**src/rtl/mem_access_unit_if.sv**
```systemverilog
// mem_access_unit_if
//   Data/instruction-address bus between the M-stage access unit (initiator)
//   and the memory / timer responder.
//   m_data_addr    initiator -> responder  byte address of the access
//   m_data_wdata   initiator -> responder  lane-replicated store data
//   m_data_byteen  initiator -> responder  per-byte write enables (0 = no write)
//   m_data_rdata   responder -> initiator  read word at m_data_addr, same cycle
//   m_inst_addr    initiator -> responder  PC of the M-stage instruction
interface mem_access_unit_if;
  logic [31:0] m_data_addr;
  logic [31:0] m_data_wdata;
  logic [3:0]  m_data_byteen;
  logic [31:0] m_data_rdata;
  logic [31:0] m_inst_addr;

  modport master (
    output m_data_addr,
    output m_data_wdata,
    output m_data_byteen,
    output m_inst_addr,
    input  m_data_rdata
  );

  modport slave (
    input  m_data_addr,
    input  m_data_wdata,
    input  m_data_byteen,
    input  m_inst_addr,
    output m_data_rdata
  );
endinterface

```
**src/rtl/mem_access_unit.sv**
```systemverilog
// mem_access_unit
//   M-stage data-bus initiator of the pipelined MIPS core. Builds address,
//   lane-replicated store data and byte enables, detects AdEL/AdES, and
//   registers the raw read word into the M->W stage where it is extracted and
//   sign/zero extended.
// Ports
//   clk, reset      clock (rising edge) and asynchronous active-high reset
//   m_op            0 none, 1 LW, 2 LH, 3 LHU, 4 LB, 5 LBU, 6 SW, 7 SH, 8 SB
//   m_addr          effective address; m_addr_ovf flags overflow in its add
//   m_wdata_raw     rt value used as store data
//   m_pc            PC of the M-stage instruction
//   req             CP0 flush this cycle; suppresses writes and load results
//   bus             master side of the data bus (addr/wdata/byteen/rdata/inst)
//   m_exc_code      0 none, 4 AdEL, 5 AdES (combinational)
//   w_load_we       W-stage load result valid
//   w_load_data     extended W-stage load result (0 when not valid)
//   w_pc            PC of the instruction now in W
module mem_access_unit #(
  parameter logic [31:0] DM_END   = 32'h0000_2FFF,
  parameter logic [31:0] TC0_BASE = 32'h0000_7F00,
  parameter logic [31:0] TC1_BASE = 32'h0000_7F10
) (
  input  logic               clk,
  input  logic               reset,
  input  logic [3:0]         m_op,
  input  logic [31:0]        m_addr,
  input  logic               m_addr_ovf,
  input  logic [31:0]        m_wdata_raw,
  input  logic [31:0]        m_pc,
  input  logic               req,
  mem_access_unit_if.master  bus,
  output logic [4:0]         m_exc_code,
  output logic               w_load_we,
  output logic [31:0]        w_load_data,
  output logic [31:0]        w_pc
);

  localparam logic [3:0] OP_LW  = 4'd1;
  localparam logic [3:0] OP_LH  = 4'd2;
  localparam logic [3:0] OP_LHU = 4'd3;
  localparam logic [3:0] OP_LB  = 4'd4;
  localparam logic [3:0] OP_LBU = 4'd5;
  localparam logic [3:0] OP_SW  = 4'd6;
  localparam logic [3:0] OP_SH  = 4'd7;
  localparam logic [3:0] OP_SB  = 4'd8;

  localparam logic [4:0] EXC_NONE = 5'd0;
  localparam logic [4:0] EXC_ADEL = 5'd4;
  localparam logic [4:0] EXC_ADES = 5'd5;

  logic [1:0]  off;
  logic        is_load;
  logic        is_store;
  logic        word_op;
  logic        half_op;
  logic        misaligned;
  logic        in_dm;
  logic        in_tc;
  logic        tc_count;
  logic        addr_bad;
  logic [3:0]  store_lanes;

  logic        w_valid;
  logic [31:0] w_rdata;
  logic [1:0]  w_off;
  logic [3:0]  w_op;
  logic [15:0] w_half;
  logic [7:0]  w_byte;

  assign off      = m_addr[1:0];
  assign is_load  = (m_op >= OP_LW) && (m_op <= OP_LBU);
  assign is_store = (m_op >= OP_SW) && (m_op <= OP_SB);
  assign word_op  = (m_op == OP_LW) || (m_op == OP_SW);
  assign half_op  = (m_op == OP_LH) || (m_op == OP_LHU) || (m_op == OP_SH);

  // Address classification. Timers only accept full-word accesses, and the
  // count register at +8 of each timer is read-only.
  assign misaligned = (word_op && (off != 2'b00)) || (half_op && off[0]);
  assign in_dm      = (m_addr <= DM_END);
  assign in_tc      = ((m_addr >= TC0_BASE) && (m_addr <= TC0_BASE + 32'd11)) ||
                      ((m_addr >= TC1_BASE) && (m_addr <= TC1_BASE + 32'd11));
  assign tc_count   = (m_addr == TC0_BASE + 32'd8) || (m_addr == TC1_BASE + 32'd8);
  assign addr_bad   = m_addr_ovf || misaligned || !(in_dm || in_tc) ||
                      (in_tc && !word_op) || (is_store && tc_count);

  // Every address fault shares one code; only the op type separates AdEL
  // from AdES.
  always_comb begin
    m_exc_code = EXC_NONE;
    if (addr_bad && is_load) begin
      m_exc_code = EXC_ADEL;
    end else if (addr_bad && is_store) begin
      m_exc_code = EXC_ADES;
    end
  end

  // Store lane selection and data replication so the responder can take the
  // lane it needs without shifting.
  always_comb begin
    store_lanes       = 4'b0000;
    bus.m_data_wdata  = m_wdata_raw;
    case (m_op)
      OP_SW: begin
        store_lanes = 4'b1111;
      end
      OP_SH: begin
        store_lanes      = off[1] ? 4'b1100 : 4'b0011;
        bus.m_data_wdata = {m_wdata_raw[15:0], m_wdata_raw[15:0]};
      end
      OP_SB: begin
        store_lanes      = 4'b0001 << off;
        bus.m_data_wdata = {4{m_wdata_raw[7:0]}};
      end
      default: begin
        store_lanes = 4'b0000;
      end
    endcase
  end

  // A flush or reset must never let a write reach the responder, and a
  // faulting store must not commit either.
  assign bus.m_data_byteen = (reset || req || (m_exc_code != EXC_NONE)) ? 4'b0000 : store_lanes;
  assign bus.m_data_addr   = m_addr;
  assign bus.m_inst_addr   = m_pc;

  // M->W stage register; the M stage never stalls so it loads every cycle.
  always_ff @(posedge clk or posedge reset) begin
    if (reset) begin
      w_valid <= 1'b0;
      w_rdata <= 32'd0;
      w_off   <= 2'd0;
      w_op    <= 4'd0;
      w_pc    <= 32'd0;
    end else begin
      w_valid <= is_load && (m_exc_code == EXC_NONE) && !req;
      w_rdata <= bus.m_data_rdata;
      w_off   <= off;
      w_op    <= m_op;
      w_pc    <= m_pc;
    end
  end

  assign w_half = w_off[1] ? w_rdata[31:16] : w_rdata[15:0];

  always_comb begin
    w_byte = w_rdata[7:0];
    case (w_off)
      2'd0: w_byte = w_rdata[7:0];
      2'd1: w_byte = w_rdata[15:8];
      2'd2: w_byte = w_rdata[23:16];
      2'd3: w_byte = w_rdata[31:24];
      default: w_byte = w_rdata[7:0];
    endcase
  end

  // Extraction is gated by the registered valid so a squashed or faulting
  // load reads back as zero.
  always_comb begin
    w_load_data = 32'd0;
    if (w_valid) begin
      case (w_op)
        OP_LW:   w_load_data = w_rdata;
        OP_LH:   w_load_data = {{16{w_half[15]}}, w_half};
        OP_LHU:  w_load_data = {16'd0, w_half};
        OP_LB:   w_load_data = {{24{w_byte[7]}}, w_byte};
        OP_LBU:  w_load_data = {24'd0, w_byte};
        default: w_load_data = 32'd0;
      endcase
    end
  end

  assign w_load_we = w_valid;

endmodule

```
**src/flat_wrapper.sv**
```systemverilog
// flat-port wrapper written by rule: the top's interface ports become plain ports
module mem_access_unit_flat 
#(
  parameter logic [31:0] DM_END   = 32'h0000_2FFF,
  parameter logic [31:0] TC0_BASE = 32'h0000_7F00,
  parameter logic [31:0] TC1_BASE = 32'h0000_7F10
)
  (clk, reset, m_op, m_addr, m_addr_ovf, m_wdata_raw, m_pc, req, m_exc_code, w_load_we, w_load_data, w_pc, bus_m_data_addr, bus_m_data_wdata, bus_m_data_byteen, bus_m_inst_addr, bus_m_data_rdata);
  mem_access_unit_if bus_i ();
  input  logic clk;
  input  logic reset;
  input  logic [3:0] m_op;
  input  logic [31:0] m_addr;
  input  logic m_addr_ovf;
  input  logic [31:0] m_wdata_raw;
  input  logic [31:0] m_pc;
  input  logic req;
  output logic [4:0] m_exc_code;
  output logic w_load_we;
  output logic [31:0] w_load_data;
  output logic [31:0] w_pc;
  output wire logic [$bits(bus_i.m_data_addr)-1:0] bus_m_data_addr;
  output wire logic [$bits(bus_i.m_data_wdata)-1:0] bus_m_data_wdata;
  output wire logic [$bits(bus_i.m_data_byteen)-1:0] bus_m_data_byteen;
  output wire logic [$bits(bus_i.m_inst_addr)-1:0] bus_m_inst_addr;
  input wire logic [$bits(bus_i.m_data_rdata)-1:0] bus_m_data_rdata;
  assign bus_m_data_addr = bus_i.m_data_addr;
  assign bus_m_data_wdata = bus_i.m_data_wdata;
  assign bus_m_data_byteen = bus_i.m_data_byteen;
  assign bus_m_inst_addr = bus_i.m_inst_addr;
  assign bus_i.m_data_rdata = bus_m_data_rdata;
  mem_access_unit #(.DM_END(DM_END), .TC0_BASE(TC0_BASE), .TC1_BASE(TC1_BASE)) u_core (.clk(clk), .reset(reset), .m_op(m_op), .m_addr(m_addr), .m_addr_ovf(m_addr_ovf), .m_wdata_raw(m_wdata_raw), .m_pc(m_pc), .req(req), .bus(bus_i), .m_exc_code(m_exc_code), .w_load_we(w_load_we), .w_load_data(w_load_data), .w_pc(w_pc));
endmodule
```
**config.mk**
```make
export PLATFORM = sky130hd
export DESIGN_NAME = mem_access_unit_flat
export DESIGN_NICKNAME = d
export VERILOG_FILES = /design/src/rtl/mem_access_unit_if.sv /design/src/rtl/mem_access_unit.sv /design/src/flat_wrapper.sv
export SDC_FILE = /design/constraint.sdc
export NUM_CORES = 1
export LEC_CHECK = 0
export ABC_AREA = 1
export BUFFER_PORTS_ARGS = -buffer_cell sky130_fd_sc_hd__clkbuf_2
export CORE_AREA = 2 2 120 122
export DETAILED_ROUTE_END_ITERATION = 10
export DIE_AREA = 0 0 122 124
export PLACE_DENSITY_LB_ADDON = 0.2
export REMOVE_ABC_BUFFERS = 1
export SYNTH_ARGS = -nofsm -noshare
export SYNTH_HDL_FRONTEND = slang
export SYNTH_SLANG_ARGS = --single-unit
```
**constraint.sdc**
```tcl
create_clock -name clk -period 2.6 [get_ports clk]
set_clock_uncertainty 0.1 [all_clocks]
set_input_delay 0.39 -clock clk [delete_from_list [all_inputs] [get_ports clk]]
set_output_delay 0.39 -clock clk [all_outputs]
set_load 0.005 [all_outputs]
```
# After elaboration in Yosys (flattened, before gate mapping)
# Cells that the tools add are included.
[word_totals] out_inout_bits=170 inputBits=136 n_memories=0 romBits=0 latch_bits=0 register_bits=71 elab_cells=73 ramBits=0
[classes] addsub=0 eq_ne=16 n_div=0 mux=10 magnitude_cmp=9 n_bitwise=0 shifts=1 n_reduce_logical=32 mul=0
[ops] operator="one-hot mux 32 bit (5 select lines)" count=1
[ops] operator="== test 32 x 15 -> 1 bit (second input constant)" count=2
[ops] operator=">= comparator 32 x 15 -> 1 bit (second input constant)" count=2
[ops] operator="less-or-equal comparator 32 x 15 -> 1 bit (second input constant)" count=2
[ops] operator="one-hot mux 32 bit (2 select lines)" count=1
[ops] operator="less-or-equal comparator 32 x 14 -> 1 bit (second input constant)" count=1
[ops] operator="two-way mux 32 bit" count=1
[ops] operator="one-hot mux 8 bit (4 select lines)" count=1
[ops] operator="== test 4 x 2 -> 1 bit (second input constant)" count=4
[ops] operator="== test 4 x 3 -> 1 bit (second input constant)" count=4
[ops] operator="two-way mux 16 bit" count=1
[ops] operator="logical OR 1 bit" count=13
[ops] operator="logical AND 1 bit" count=12
[ops] operator="one-hot mux 4 bit (3 select lines)" count=1
[ops] operator="== test 4 x 1 -> 1 bit (second input constant)" count=2
[ops] operator="two-way mux 4 bit" count=2
[ops] operator="logical NOT 5 bit" count=1
[ops] operator="two-way mux 5 bit" count=1
[ops] operator="nonzero test 5 bit" count=1
[ops] operator="== test 2 bit (second input constant)" count=2
[ops] operator="== test 4 bit (second input constant)" count=1
[ops] operator=">= comparator 4 x 1 -> 1 bit (second input constant)" count=1
[ops] operator=">= comparator 4 x 3 -> 1 bit (second input constant)" count=1
[ops] operator="less-or-equal comparator 4 x 3 -> 1 bit (second input constant)" count=1
[ops] operator="other kinds (7)" count=9

# Depth between registers and ports, before layout
[depth] depth_word=15 ltp_mapped=11 depth_no_buf=11

# Least setup slack after synthesis
# OpenSTA, ideal clock, no wires.
[synth_path] path_type="register -> output" start="reg u_core.w_op[3]" end="out w_load_data[12]" stages_incl_launch_ff=7 t_arrival_ps=1402 path_buffers=1 path_slack_ps=708 required_ps=2110 path_cell_list="dfrtp_1 nor2_1 nand2_1 inv_1 buf_2 nand2_1 a31oi_1"
[synth_via] elab_chain_len=3 word_cells_on_any_way=7 cone_classes="eq/ne: 5; mux: 2"
[synth_lines] element="start, declared" line_no="mem_access_unit.sv:66" text="logic [3:0] w_op;"
[synth_lines] element="start signal, assigned" line_no="mem_access_unit.sv:138" text="w_op <= m_op;"
[synth_lines] element="== test 4 x 3 -> 1 bit, or another cell as far along" line_no="mem_access_unit.sv:161" text="case (w_op)"
[synth_lines] element="one-hot mux 32 bit (5 select lines) (*)" line_no="mem_access_unit.sv:161"
[synth_lines] element="two-way mux 32 bit (*)" line_no="mem_access_unit.sv:160" text="if (w_valid) begin"
[synth_lines] element="end, declared" line_no="flat_wrapper.sv:20" text="output logic [31:0] w_load_data;"
# Every way passes the cells marked *; elsewhere a longest branch is shown, timed or not.

# Final worst setup path
[layout_path] start="reg u_core.w_off[1]" end="out w_load_data[30]"
[layout_via] elab_chain_len=4 word_cells_on_any_way=8 cone_classes="eq/ne: 3; mux: 4; reduce/logical: 1"
[layout_lines] element="start, declared" line_no="mem_access_unit.sv:65" text="logic [1:0] w_off;"
[layout_lines] element="start signal, assigned" line_no="mem_access_unit.sv:131" text="w_off <= 2'd0;"
[layout_lines] element="start signal, assigned" line_no="mem_access_unit.sv:137" text="w_off <= off;"
[layout_lines] element="== test 2 bit, or another cell as far along" line_no="mem_access_unit.sv:147" text="case (w_off)"
[layout_lines] element="one-hot mux 8 bit (4 select lines)" line_no="mem_access_unit.sv:147"
[layout_lines] element="one-hot mux 32 bit (5 select lines) (*)" line_no="mem_access_unit.sv:161"
[layout_lines] element="two-way mux 32 bit (*)" line_no="mem_access_unit.sv:160"
# Marks and branches as above.

==> metrics <==
status completed; Distinct cells, synth 31; power share of the clock group 44.6%; first-pass GRT wire length 19500 µm; crit-path cells nor2_1 -> a21oi_1 -> nor2_1 -> inv_1 -> o21ai_4 -> o21ai_1 -> inv_1 -> clkbuf_2; max-cap viol count 0; sw frac 25.3%; total gr overflow 0; Synth Instances 512; TritonRoute pass-1 iters 4; simple-gate share of the synthesized area 17.3%; # rows 43; Power Total 0.00296 W; initial DRC count 176; Leakage Power 3.21 nW; core area 0.0137 mm²; clk buf depth 2; GRT Resource Usage Total 17.2%; Arr. time, crit path 1.94 ns; Worst Tran Pin Value 0.581 ns; Achievable Freq 412 MHz; Reg power frac 40.1%; Syn Area/Cell 7.80 µm²; area share of the leading cell type in the synthesized netlist 44.5%; Post-Synth Adder-Cell Area 0%; pin count of the biggest net entering global routing 42; Routed WL 13300 µm; P_int 0.00221 W; Clk pin slew, worst setup/hold paths 0.06 ns; H-Tree Depth 3; ranking of synthesized cells by area dfrtp_1 44%, buf_4 14%, inv_1 7.7%; Die Height 124 µm; Antenna Nets Post-Route 0; pwr dens 533 mW/mm²; Worst setup SP type flip-flop; Area Overhead vs Synth 39.1%; Crit. path cell count 8; CP bufs+invs 3; Post-Place Setup Slack 0.336 ns; initial core utilization 29.1%; unrepaired setup endpoints after global routing false; layout cell share with drive strength beyond 1 45.2%; Slowest Stage Delay on Critical Path 0.43 ns; DIE AREA 0.0151 mm²; post-DP HPWL 11000 µm; sequential share of the synthesized area 44.5%; crit-path max FO 8; compound-gate portion of the synthesized area 13.4%; number of global-route vias before repair 3804; Tmin final 2.43 ns; post-route setup slack 0.172 ns; drt drc 0; CP required 2.11 ns; port bufs 300; CP delay by family, top compound AO/OA/AOI/OAI gates; Cell Area, Synth 0.00400 mm²; register bit count reported by yosys 71; wire per inst 14.3 µm; cell taking the most area after synthesis dfrtp_1; Setup violations, final 0; gpl congestion 0.812; Die Wd 122 µm; Hold WC Path Type in2async; post-synthesis mux area share 1.41%; hold_buf cts 0; Root Buffer Master clkbuf_16; Nets 886; final hold viol count 0; CTS tree built; Logic pwr share 15.3%; CTS buffer count 9; Slew Viols, Final 0; IO Count 306; initial antenna violation count 1; Yosys warnings 0; Slew HR 61.2%; Fin Setup TNS 0 ns; DR vias/cell 4.27; slowest CP cell dfrtp_1; Clock Sinks 71; via count 3992; Crit. End Element output port; Post-Route Utilization 40.5%; Psw 0.000750 W; fin crit share 93.4%; XOR/XNOR Fraction of Synth Area 0%; CP Class reg2out; VDD IR max 0.281 mV; largest family of logic cells by synthesized area buffers and inverters
cell usage in the layout (no fill, tap or decap), drive strengths merged:
cell / instances
inv: 82
o211ai: 4
o21bai: 1
nand3: 22
diode: 1
and2: 1
bufinv: 2
conb: 3
a21oi: 30
dfrtp: 71
o22ai: 3
a21boi: 1
nor2: 64
nand2: 74
nor4: 1
clkinvlp: 2
nor3: 4
mux2: 5
o21ai: 50
clkinv: 3
nand4: 2
clkbuf: 309
a211oi: 1
o31ai: 3
a31oi: 4
buf: 12
per-layer routing:
| metal | wire length [µm] | track usage (%) |
|---|---|---|
| met1 | 5270 | 20.0 |
| met2 | 6970 | 30.0 |
| met3 | 860 | 5.08 |
| met4 | 234 | 6.18 |
| met5 | 13 | 0 |
cell type report:
cell class | instances | area, µm²
Antenna cell | 1 | 2.50
Fill cell | 1476 | 8160
Tap cell | 180 | 225
Clock inverter | 6 | 93.8
Clock buffer | 9 | 225
Multi-Input combinational cell | 273 | 1310
Inverter | 83 | 317
Sequential cell | 71 | 1780
Timing Repair Buffer | 312 | 1610
flip-flops by register name, summed over array words and instances, names as in the netlist:
signal            cells
u_core.w_off          2
u_core.w_op           4
u_core.w_load_we      1
u_core.w_rdata       32
u_core.w_pc          32
cell families after synthesis:
kind of cell           count (synthesis)
buffers and inverters                171
other                                  1
AND/OR/NAND/NOR                      168
AO/OA/AOI/OAI                         96
multiplexers                           5
flip-flops                            71
cell usage after synthesis, drive strengths merged:
library cell,instances
inv,83
buf,78
nand2,74
dfrtp,71
nor2,64
o21ai,49
a21oi,30
nand3,22
clkbuf,10
mux2,5
a31oi,4
nor3,4
o211ai,4
o22ai,3
o31ai,3
nand4,2
a211oi,1
a21boi,1
and2,1
conb,1
nor4,1
o21bai,1
timing repair:
action / 4_1_cts / 5_1_grt
gates resized for setup: 0 / 5
setup endpoints to repair: 0 / 28
buffers inserted: 0 / 2
power by group through the flow:
stage	sequential [W]	combinational, W	clock [W]
after floorplan	0.00120	0.000148	0
after global placement	0.00120	0.000454	0
after detailed placement	0.00121	0.000457	0
after CTS	0.00119	0.000459	0.00137
after global routing	0.00119	0.000512	0.00142
final	0.00119	0.000454	0.00132
worst paths after layout:
| kind | from | to | slack, ns |
|---|---|---|---|
| min in group clk | bus_m_data_rdata[3] | u_core.w_rdata[3] | 0.05 |
| max in group asynchronous | reset | u_core.w_rdata[12] | 1.79 |
| hold / removal | reset | u_core.w_op[1] | 0.01 |
| setup / recovery | u_core.w_off[1] | w_load_data[30] | 0.17 |
stage by stage:
| step | cell area, µm² | std cells | hold slack, ns |
|---|---|---|---|
| 2_1_floorplan | 3380 | 426 | 0.321 |
| 3_3_place_gp | 5200 | 916 | 0.391 |
| 3_5_place_dp | 5200 | 916 | 0.397 |
| 4_1_cts | 5520 | 931 | 0.0232 |
| 5_1_grt | 5550 | 934 | 0.0365 |
| 6_report | 5560 | 935 | 0.0129 |
Power figures use the tool's default switching activity.
